===== config.mk =====
export PLATFORM = sky130hd
export DESIGN_NAME = rojo_io_port
export DESIGN_NICKNAME = d
export VERILOG_FILES = /design/src/rtl/rojo_io_port.sv
export SDC_FILE = /design/constraint.sdc
export NUM_CORES = 1
export LEC_CHECK = 0
export BUFFER_PORTS_ARGS = -buffer_cell sky130_fd_sc_hd__clkbuf_2
export CORE_MARGIN = 2
export CORE_UTILIZATION = 61
export CTS_CLUSTER_DIAMETER = 80
export DETAILED_ROUTE_END_ITERATION = 6
export PLACE_DENSITY = 0.84
export SKIP_LAST_GASP = 1
export SYNTH_ARGS = -nofsm -noshare
export SYNTH_HDL_FRONTEND = slang
export SYNTH_SLANG_ARGS = --single-unit

===== constraint.sdc =====
create_clock -name clk -period 6 [get_ports clk]
set_input_delay 1.2 -clock clk [delete_from_list [all_inputs] [get_ports clk]]
set_output_delay 1.2 -clock clk [all_outputs]
set_load 0.02 [all_outputs]

===== src/rtl/rojo_io_port.sv =====
// rojo_io_port: 4-register processor I/O window with RX FIFO, TX holding register and optional interrupt FSM.
// Define ROJO_IO_IRQ_EN to include the IRQ_EN register and interrupt FSM.
module rojo_io_port #(
  parameter int PORT_WIDTH = 8,
  parameter int PORT_DEPTH = 8,
  parameter logic [PORT_DEPTH-1:0] BASE_ADDR = '0,
  parameter int RX_DEPTH = 8
) (
  input  logic                  clk,
  input  logic                  reset,
  input  logic [PORT_DEPTH-1:0] port_id,
  input  logic                  write_strobe,
  input  logic                  read_strobe,
  input  logic [PORT_WIDTH-1:0] out_port,
  output logic [PORT_WIDTH-1:0] in_port,
  output logic                  interrupt,
  input  logic                  interrupt_ack,
  input  logic                  rx_valid,
  input  logic [PORT_WIDTH-1:0] rx_data,
  output logic                  rx_ready,
  output logic                  tx_valid,
  output logic [PORT_WIDTH-1:0] tx_data,
  input  logic                  tx_ready
);
  localparam int AW = $clog2(RX_DEPTH);
  localparam logic [AW:0] CNT_FULL = (AW+1)'(RX_DEPTH);
  typedef enum logic {TX_IDLE, TX_SEND} tx_state_t;
  logic                  sel;
  logic [1:0]            off;
  logic                  empty, full, pop_req, push, pop, stat_clr, tx_wr;
  logic [AW-1:0]         wr_ptr_q, wr_ptr_d, rd_ptr_q, rd_ptr_d;
  logic [AW:0]           cnt_q, cnt_d;
  logic                  ovf_q, ovf_d, unf_q, unf_d;
  logic [PORT_WIDTH-1:0] in_port_q, in_port_d, tx_data_q, tx_data_d;
  logic [PORT_WIDTH-1:0] rd_status, rd_head, rd_irq;
  logic [PORT_WIDTH-1:0] mem_q [RX_DEPTH];
  tx_state_t             tx_q, tx_d;

  assign sel      = port_id[PORT_DEPTH-1:2] == BASE_ADDR[PORT_DEPTH-1:2];
  assign off      = port_id[1:0];
  assign empty    = cnt_q == '0;
  assign full     = cnt_q == CNT_FULL;
  assign pop_req  = read_strobe && sel && off == 2'd1;
  assign stat_clr = read_strobe && sel && off == 2'd0;
  assign tx_wr    = write_strobe && sel && off == 2'd2;
  // A pop in the same cycle frees the slot, so a full FIFO still accepts the byte.
  assign push     = rx_valid && (!full || pop_req);
  assign pop      = pop_req && !empty;
  assign rx_ready = !full;
  assign tx_valid = tx_q == TX_SEND;
  assign tx_data  = tx_data_q;
  assign in_port  = in_port_q;

  always_comb begin
    wr_ptr_d  = push ? wr_ptr_q + 1'b1 : wr_ptr_q;
    rd_ptr_d  = pop ? rd_ptr_q + 1'b1 : rd_ptr_q;
    cnt_d     = cnt_q + {{AW{1'b0}}, push} - {{AW{1'b0}}, pop};
    ovf_d     = (ovf_q && !stat_clr) || (rx_valid && full && !pop_req);
    unf_d     = (unf_q && !stat_clr) || (pop_req && empty && !push);
    rd_status = {{(PORT_WIDTH-5){1'b0}}, unf_q, ovf_q, tx_valid, full, empty};
    rd_head   = empty ? '0 : mem_q[rd_ptr_q];
    in_port_d = !sel ? '0 :
                off == 2'd0 ? rd_status :
                off == 2'd1 ? rd_head :
                off == 2'd3 ? rd_irq : '0;
    tx_d      = tx_q == TX_IDLE ? (tx_wr ? TX_SEND : TX_IDLE) : (tx_ready ? TX_IDLE : TX_SEND);
    tx_data_d = (tx_q == TX_IDLE && tx_wr) ? out_port : tx_data_q;
  end

  always_ff @(posedge clk or posedge reset) begin
    if (reset) begin
      wr_ptr_q  <= '0;
      rd_ptr_q  <= '0;
      cnt_q     <= '0;
      ovf_q     <= 1'b0;
      unf_q     <= 1'b0;
      in_port_q <= '0;
      tx_data_q <= '0;
      tx_q      <= TX_IDLE;
    end else begin
      wr_ptr_q  <= wr_ptr_d;
      rd_ptr_q  <= rd_ptr_d;
      cnt_q     <= cnt_d;
      ovf_q     <= ovf_d;
      unf_q     <= unf_d;
      in_port_q <= in_port_d;
      tx_data_q <= tx_data_d;
      tx_q      <= tx_d;
    end
  end

  always_ff @(posedge clk) begin
    if (push) mem_q[wr_ptr_q] <= rx_data;
  end

`ifdef ROJO_IO_IRQ_EN
  typedef enum logic {IRQ_IDLE, IRQ_REQ} irq_state_t;
  irq_state_t irq_q, irq_d;
  logic       irq_en_q, irq_en_d;

  // Clearing the enable drops a pending request on the same edge that stores it.
  always_comb begin
    irq_en_d = (write_strobe && sel && off == 2'd3) ? out_port[0] : irq_en_q;
    irq_d    = irq_q == IRQ_IDLE ? ((irq_en_q && push) ? IRQ_REQ : IRQ_IDLE)
                                 : ((interrupt_ack || !irq_en_d) ? IRQ_IDLE : IRQ_REQ);
  end

  always_ff @(posedge clk or posedge reset) begin
    if (reset) begin
      irq_q    <= IRQ_IDLE;
      irq_en_q <= 1'b0;
    end else begin
      irq_q    <= irq_d;
      irq_en_q <= irq_en_d;
    end
  end

  assign interrupt = irq_q == IRQ_REQ;
  assign rd_irq    = {{(PORT_WIDTH-1){1'b0}}, irq_en_q};
`else
  logic unused_ack;
  assign unused_ack = interrupt_ack;
  assign interrupt  = 1'b0;
  assign rd_irq     = '0;
`endif
endmodule


# Word level (Yosys, flattened, before mapping)
# Memories as Yosys holds them, arrays and structs flattened.
# Index checks and enable logic that the tools add are counted.
# classes
muxes	9
bitwise_logic	1
n_reduce_logical	25
n_eq_ne	3
n_addsub	4
# op_table
op	n
two-way mux 8 bit	4
logical AND 1 bit	14
adder 3 x 1 -> 3 bit (second input constant)	2
zero test 6 bit	1
zero test 1 bit	5
two-way mux 1 bit	5
adder 4 x 1 -> 4 bit	1
== test 4 bit (second input constant)	1
zero test 4 bit	1
subtractor 4 x 1 -> 4 bit	1
logical OR 1 bit	3
== test 2 x 1 -> 1 bit (second input constant)	1
== test 2 bit (second input constant)	1
zero test 2 bit	1
inverter 1 bit	1
# totals
n_memories	1
mem_bits_rw	64
input_bits	31
wordCells	51
reg_bits	29
out_inout_bits	19
# mem_list
name	words	width	rd	rd_clocked_by_memory_dff	write_ports	line_no	rtl
mem_q	8	8	1	0	1	36	logic [PORT_WIDTH-1:0] mem_q [RX_DEPTH];

# Logic depth before layout (Yosys ltp)
# Gate-level depths: netlist of the first run.
# depth
ltp_word	8
mapped_depth	10

# Worst setup path after synthesis of the first run
# OpenSTA, ideal clock, no wires.
# synth_timing
path_kind	input to register
start	input port port_id[3]
end	memory mem_q[3][0], enable pin
arrival_ps	2998
setup_slack_ps	2618
cell_stages	4
path_cell_list	or4_4 > nor4_4 > o21ai_0 > nor3_1
# synth_between
elab_chain_len	7
# synth_rtl
element	line_no	rtl
start, declared	11	input logic [PORT_DEPTH-1:0] port_id,
zero test 6 bit	39	assign sel = port_id[PORT_DEPTH-1:2] == BASE_ADDR[PORT_DEPTH-1:2];
logical AND 1 bit (2 in a row)	43	assign pop_req = read_strobe && sel && off == 2'd1;
logical OR 1 bit	47	assign push = rx_valid && (!full || pop_req);
logical AND 1 bit	47	
two-way mux 1 bit	93	if (push) mem_q[wr_ptr_q] <= rx_data;
two-way mux 1 bit (not written as such)	93	
end, declared	36	
# No other way between the ends.

# Worst setup path after layout of the first run
# layout_timing
start	input port port_id[3]
end	memory mem_q[7][0], enable pin
# Same word-level chain as after synthesis.

==> results.yml, run 1 <==
final_layout:
  syn2layout_area_growth_pct: 13.14
  drive_gt1_frac: 0.3441
  nFillCells: 407
  nets: 314
  stdcell_count: 354
  n_antenna_cell: 0
  final_core_util: 0.7200
yosys:
  synth_compound_area_frac: 0.03037
  synth_xor_area_frac: 0.01387
  ys_async_sr_fraction: 0.3118
  synth-main-ff-cell: "edfxtp_1"
  yosysTopAreaCellShare: 0.5071
  ys_seq_area_frac: 0.6986
  yosysUniqueCellTypes: 41
  synth-simple-area-share: 0.06405
  synth_seq_cells: 93
  yosys_warnings: 0
  synth_edf_count: 64
  synth_nets: 262
  synth_top_area_cell: "edfxtp_1"
  synth_top_family_by_area: "multiplexers"
  netlist_instances: 222
  synthAdderAreaFrac: 0.03169
  synthMuxAreaShare: 0.1397
  ys_top_cells_by_area: "edfxtp_1 (51%), dfrtp_1 (19%), mux4_2 (8.3%)"
  mappedNetlistArea_um2: 3790
  syn_avg_cell_area_um2: 17.07
critical_path:
  crit_type: "input port to register"
  arrival_ns: 3.42
  r2r-end: "mem_q[7][0]"
  r2r_setup_slack_ns: 3.76
  reg2reg_from: "cnt_q[2]"
  reg2reg_depth: 5
  critPathLaunchType: "input port"
  required_ns: 5.97
  end_kind: "register"
  cp_max_fo: 8
hold_path:
  hold_depth: 1
  hold_class: "register to register"
  whs_endpoint: "unf_q"
  worstHoldStart: "unf_q"
clock_tree:
  clkSlewWorstSetupHoldPaths_ns: 0.09
  h-tree-depth: 3
  cts_setup_buffers: 0
  worstSkewPairLatency_ns: 0.35
  cts_buffer_depth: 2
  cts-root-buf: "clkbuf_8"
  cts_tree: "done"
  cts_hold_buf: 0
  cts_buffers: 9
  clock_sink_count: 93
  cts-resized-gates: 0
timing:
  hold_violations: 0
  max_freq_mhz: 290.3
  relSlewSlack: 0.2805
  drv_slew: 0
  finalSetupTns_ns: 0
  rsz0062_at_grt: "no"
  fin_crit_sh: 0.5741
  worst_hold_slack_ns: 0.5041
  period_minus_slack_ns: 3.445
  worst_pin_slew_ns: 1.078
  fin_skew_ns: 0.008122
  finalSetupViolations: 0
drt:
  drt_iter0_markers: 145
  drt-total-wl_um: 6624
  route.vias.total: 2016
  via_per_inst: 5.695
  first_pass_iters: 4
  ant_nets: 0
  drcViolationCount: 0
  wl_per_cell_um: 18.71
floorplanning:
  die_h_um: 82.82
  num_io_pins: 50
  die_x_um: 82.82
  floorplan.die_area_um2: 6859
  rows: 28
  start_util: 0.6363
  core_area_um2: 5956
power:
  peakVddDrop_mv: 0.2190
  powerDensity_nw_per_um2: 349.0
  leakage_uw: 0.001674
grt:
  grt_max_degree: 30
  grt_use_total: 0.2035
  grt_remaining_overflow: 0
  antenna_found_initial: 0
  grt_pass1_vias: 2120
  grt_pass1_wl_um: 10550
place:
  hpwl_um: 4238
  gp_congestion: 0.7667
  placed_cells: 338
  io_buffers: 47
status:
  status: "finished, final reports clean"
run:
  max-cap-violations: 0
-- through the flow --
step	cell area, um^2	worst slack, ns	total power (uW)
2_1_floorplan	3790	2.618	1019
3_3_place_gp	4098	2.370	1090
3_5_place_dp	4098	2.271	1107
4_1_cts	4288	2.650	1509
5_1_grt	4288	2.523	1570
6_report	4288	2.555	1497
-- cells in the mapped netlist (2+ instances only) --
cell,number
mux4_2,14
clkbuf_1,2
buf_2,3
a21oi_1,2
mux2_2,11
dfrtp_1,29
xor2_1,2
nand2_1,6
nand3_1,6
nor2_1,12
edfxtp_1,64
o21ai_0,8
ha_1,8
xnor2_1,4
inv_1,12
nor3_1,5
nand3b_1,2
mux2i_1,9
-- how the worst max path moves through the flow --
stage          slack, ns  cells after the start           to        from
5_1_grt             2.52                      5  mem_q[7][3]  port_id[3]
6_report            2.56                      5  mem_q[7][0]  port_id[3]
3_5_place_dp        2.27                      5  mem_q[7][4]  port_id[3]
2_1_floorplan       2.62                      4  mem_q[3][0]  port_id[3]
3_3_place_gp        2.37                      5  mem_q[7][4]  port_id[3]
4_1_cts             2.65                      5  mem_q[7][3]  port_id[3]
-- worst max-delay path, cell delays in order --
cell	delay (ns)
clkbuf_2	0.08
or4_4	0.57
nor4_4	0.42
o21ai_0	0.28
nor2_1	0.86
-- power breakdown --
| group | switching, uW | total (uW) | internal (uW) |
|---|---|---|---|
| Sequential | 47.2 | 836 | 789 |
| Combinational | 150 | 255 | 105 |
| Clock | 213 | 405 | 192 |
-- kinds of logic (layout without fill, tap and decap cells) --
group                    count (synthesis)  after routing
adder cells (fa/ha/maj)                  9              9
AO/OA/AOI/OAI                           18             18
other                                    1              1
buffers and inverters                   19             76
XOR/XNOR                                 6              6
AND/OR/NAND/NOR                         42             42
multiplexers                            34             34
flip-flops                              93             93
-- layer usage --
metal | share of wire | wire length (um) | GRT usage
met2 | 0.49 | 3248 | 0.3196
met3 | 0.055 | 362 | 0.06064
met1 | 0.44 | 2942 | 0.2721
met4 | 0.011 | 71 | 0.07899
met5 | 0 | 0 | 0
-- cell type report --
type	instances	area (um^2)	area share
clock inverters	6	62.56	0.01459
well taps	75	93.84	0.02189
flip-flops and latches	93	2648	0.6175
multi-input cells	110	1069	0.2492
repair buffers	48	242.7	0.05661
clock buffers	10	127.6	0.02976
inverters	12	45.04	0.01050
-- flip-flops by register name, summed over array words and instances, names as in the netlist --
name      cells
in_port       8
mem_q        64
tx_data       8
cnt_q         4
ovf_q         1
rd_ptr_q      3
wr_ptr_q      3
unf_q         1
tx_valid      1
-- cells in the final DEF, fill, tap and decap left out, types with 4 or more instances in the layout --
cell	n
clkbuf_2	47
mux2i_1	9
nand2_1	6
inv_1	12
mux4_2	14
edfxtp_1	64
o21ai_0	8
nor3_1	4
dfrtp_1	29
ha_1	8
clkbuf_8	9
nand3_1	6
nor2_1	12
xnor2_1	4
mux2_2	11
Power figures use the tool's default switching activity.
==> run 2: changes to the inputs <==
--- a/config.mk
+++ b/config.mk
@@ -5,12 +5,13 @@
 export SDC_FILE = /design/constraint.sdc
 export NUM_CORES = 1
 export LEC_CHECK = 0
+export ABC_AREA = 1
 export BUFFER_PORTS_ARGS = -buffer_cell sky130_fd_sc_hd__clkbuf_2
 export CORE_MARGIN = 2
-export CORE_UTILIZATION = 61
+export CORE_UTILIZATION = 52
 export CTS_CLUSTER_DIAMETER = 80
 export DETAILED_ROUTE_END_ITERATION = 6
-export PLACE_DENSITY = 0.84
+export PLACE_DENSITY = 0.75
 export SKIP_LAST_GASP = 1
 export SYNTH_ARGS = -nofsm -noshare
 export SYNTH_HDL_FRONTEND = slang
==> constraint.sdc (replaced) <==
create_clock -name clk -period 3.1 [get_ports clk]
set_input_delay 0.62 -clock clk [delete_from_list [all_inputs] [get_ports clk]]
set_output_delay 0.62 -clock clk [all_outputs]
set_load 0.02 [all_outputs]
==> run 2 against run 1 <==
Against the previous run:
- die area up 26%
- utilization down 12 points
- final cell count up 56%
- sequential share of layout area down 5.1 points
- synthesized cell count up 77%
- critical path depth up 8
- clock skew up 0.0045 ns
- via count up 39%
- power up 100%
- non-clock buffer count up 9
- hold slack worse by 0.21 ns
- synthesized area up 9.0%
==> results.yml, run 2 <==
status:
  status: "finished, final reports clean"
clock_tree:
  clkSlewWorstSetupHoldPaths_ns: 0.09
  cts_hold_buf: 0
  cts-resized-gates: 0
  clock_sink_count: 93
  cts-root-buf: "clkbuf_8"
  cts_buffers: 9
  cts_setup_buffers: 0
  cts_buffer_depth: 2
  h-tree-depth: 3
  worstSkewPairLatency_ns: 0.35
  cts_tree: "done"
critical_path:
  critical_path.startpoint: "cnt_q[2]"
  cp_max_fo: 6
  crit_type: "register to register"
  cp_slowest_cell: "fa_1"
  required_ns: 3.36
  critPathLaunchType: "register"
  crit_end: "cnt_q[1]"
  reg2reg_depth: 13
  critical-path-top-delay-family: "adder cells"
  arrival_ns: 2.67
  cp.depth: 13
  critPathMaxStageDelay_ns: 0.47
  r2r_setup_slack_ns: 0.69
  path_buf_inv: 6
  cp_common_cell: "inv_1"
  end_kind: "register"
  reg2reg_from: "cnt_q[2]"
  r2r-end: "cnt_q[1]"
  crit_chain: "inv_1, ha_1, nand3_1, inv_1, nor2_2, nand2_1, inv_2, ha_1, inv_1, ha_1, inv_1, fa_1, inv_1"
drt:
  via_per_inst: 5.078
  drt-total-wl_um: 7710
  ant_nets: 0
  drt_iter0_markers: 232
  drcViolationCount: 0
  first_pass_iters: 5
  wl_per_cell_um: 13.94
  route.vias.total: 2808
timing:
  period_minus_slack_ns: 2.409
  relSlewSlack: 0.5809
  rsz0062_at_grt: "no"
  max_freq_mhz: 415.1
  fin_skew_ns: 0.01259
  finalSetupTns_ns: 0
  finalSetupViolations: 0
  drv_slew: 0
  hold_violations: 0
  fin_crit_sh: 0.7771
  worst_pin_slew_ns: 0.6279
place:
  io_buffers: 47
  postPlaceCellArea_um2: 4464
  hpwl_um: 5060
  gp_congestion: 0.8071
yosys:
  ys_async_sr_fraction: 0.3118
  synth_seq_cells: 93
  yosysTopAreaCellShare: 0.4652
  synth_edf_count: 64
  synth-main-ff-cell: "edfxtp_1"
  synth_nets: 432
  ys_top_cells_by_area: "edfxtp_1 (47%), dfrtp_1 (18%), nand2_1 (7.5%)"
  synth.most_common_cell: "nand2_1"
  synth_top_area_cell: "edfxtp_1"
  netlist_instances: 392
  yosys_warnings: 0
  mappedNetlistArea_um2: 4131
  ys_seq_area_frac: 0.6408
  yosysUniqueCellTypes: 28
  synth_common_cells: "nand2_1 (83), edfxtp_1 (64), inv_1 (60)"
  syn_avg_cell_area_um2: 10.54
floorplanning:
  floorplan.die_area_um2: 8674
  core_area_um2: 7727
  num_io_pins: 50
  rows: 32
  start_util: 0.5347
  die_x_um: 93.14
  die_h_um: 93.14
final_layout:
  syn2layout_area_growth_pct: 13.05
  most-common-layout-cells: "nand2_1 (83), edfxtp_1 (64), inv_1 (60), clkbuf_2 (47), nand3_1 (39)"
  final_common_cell: "nand2_1"
  n_antenna_cell: 0
  final_area_um2: 4671
  nets: 486
  nFillCells: 643
  largest_register_ff_count: 64
  drive_gt1_frac: 0.2062
  final_core_util: 0.6044
  top_register: "mem_q"
hold_path:
  hold_class: "input port to asynchronous set/reset pin"
grt:
  antenna_found_initial: 0
  grt_remaining_overflow: 0
  grt_pass1_wl_um: 12200
  grt_pass1_vias: 2585
  grt_max_degree: 34
  grt_use_total: 0.1891
power:
  leakage_uw: 0.002124
  powerDensity_nw_per_um2: 654.4
  peakVddDrop_mv: 0.3465
run:
  max-cap-violations: 0
-- run 2: cell types whose count changed after synthesis, moves of 9 or more --
cell	change
mux2_2	-11
o21ai_0	+16
nand3_1	+33
nor2_1	+21
mux2i_1	-9
inv_1	+48
mux4_2	-14
nand2_1	+77
-- run 2: report_power, final --
group          internal (uW)  switching [uW]
clock network            400             413
registers               1520            91.9
logic                    233             402
total                   2150             907
-- run 2: worst min-delay path, cell delays in order --
cell and delay, ns:
clkbuf_2 0.08, inv_1 0.04, buf_4 0.33
-- run 2: area by class of cell --
| class | instances | area [um^2] | area share |
|---|---|---|---|
| Multi-Input combinational cell | 221 | 1136 | 0.2432 |
| Inverter | 64 | 242.7 | 0.05197 |
| Tap cell | 102 | 127.6 | 0.02732 |
| Clock buffer | 10 | 137.6 | 0.02947 |
| Clock inverter | 6 | 68.82 | 0.01473 |
| Timing Repair Buffer | 57 | 310.3 | 0.06643 |
| Sequential cell | 93 | 2648 | 0.5668 |
-- run 2: worst min-delay path by stage --
stage	from	to	slack, ns	cells past startpoint
2_1_floorplan	ovf_q	ovf_q	0.45	2
3_3_place_gp	tx_data[7]	tx_data[7]	0.46	2
3_5_place_dp	tx_data[5]	tx_data[5]	0.47	2
4_1_cts	reset	tx_data[0]	0.30	3
5_1_grt	reset	tx_data[0]	0.33	3
6_report	reset	tx_data[0]	0.30	3
-- run 2: metal layers --
| metal | wire (um) | global-route usage | up-vias | share of wire |
|---|---|---|---|---|
| li1 | - | - | 1370 | - |
| met1 | 3416 | 0.2446 | 1323 | 0.44 |
| met2 | 3712 | 0.3098 | 103 | 0.48 |
| met3 | 470 | 0.04351 | 12 | 0.061 |
| met4 | 112 | 0.07843 | 0 | 0.015 |
| met5 | 0 | 0 | - | 0 |
-- run 2: stage by stage --
step	hold slack (ns)	total power, uW	std cells	setup slack (ns)
2_1_floorplan	0.4534	2081	392	0.8430
3_3_place_gp	0.4626	2240	537	0.5839
3_5_place_dp	0.4705	2276	537	0.5271
4_1_cts	0.3040	3080	553	0.6718
5_1_grt	0.3301	3227	553	0.4594
6_report	0.2982	3056	553	0.6911
-- run 2: cells by family (layout without fill, tap and decap cells) --
family | Yosys count | after routing | share of synthesized area
simple gates | 166 | 166 | 0.1787
flops | 93 | 93 | 0.6408
buf+inv | 78 | 137 | 0.08419
compound gates | 41 | 41 | 0.05785
fa+ha+maj | 9 | 9 | 0.02907
xor+xnor | 4 | 4 | 0.008481
other cells | 1 | 1 | 0.0009077
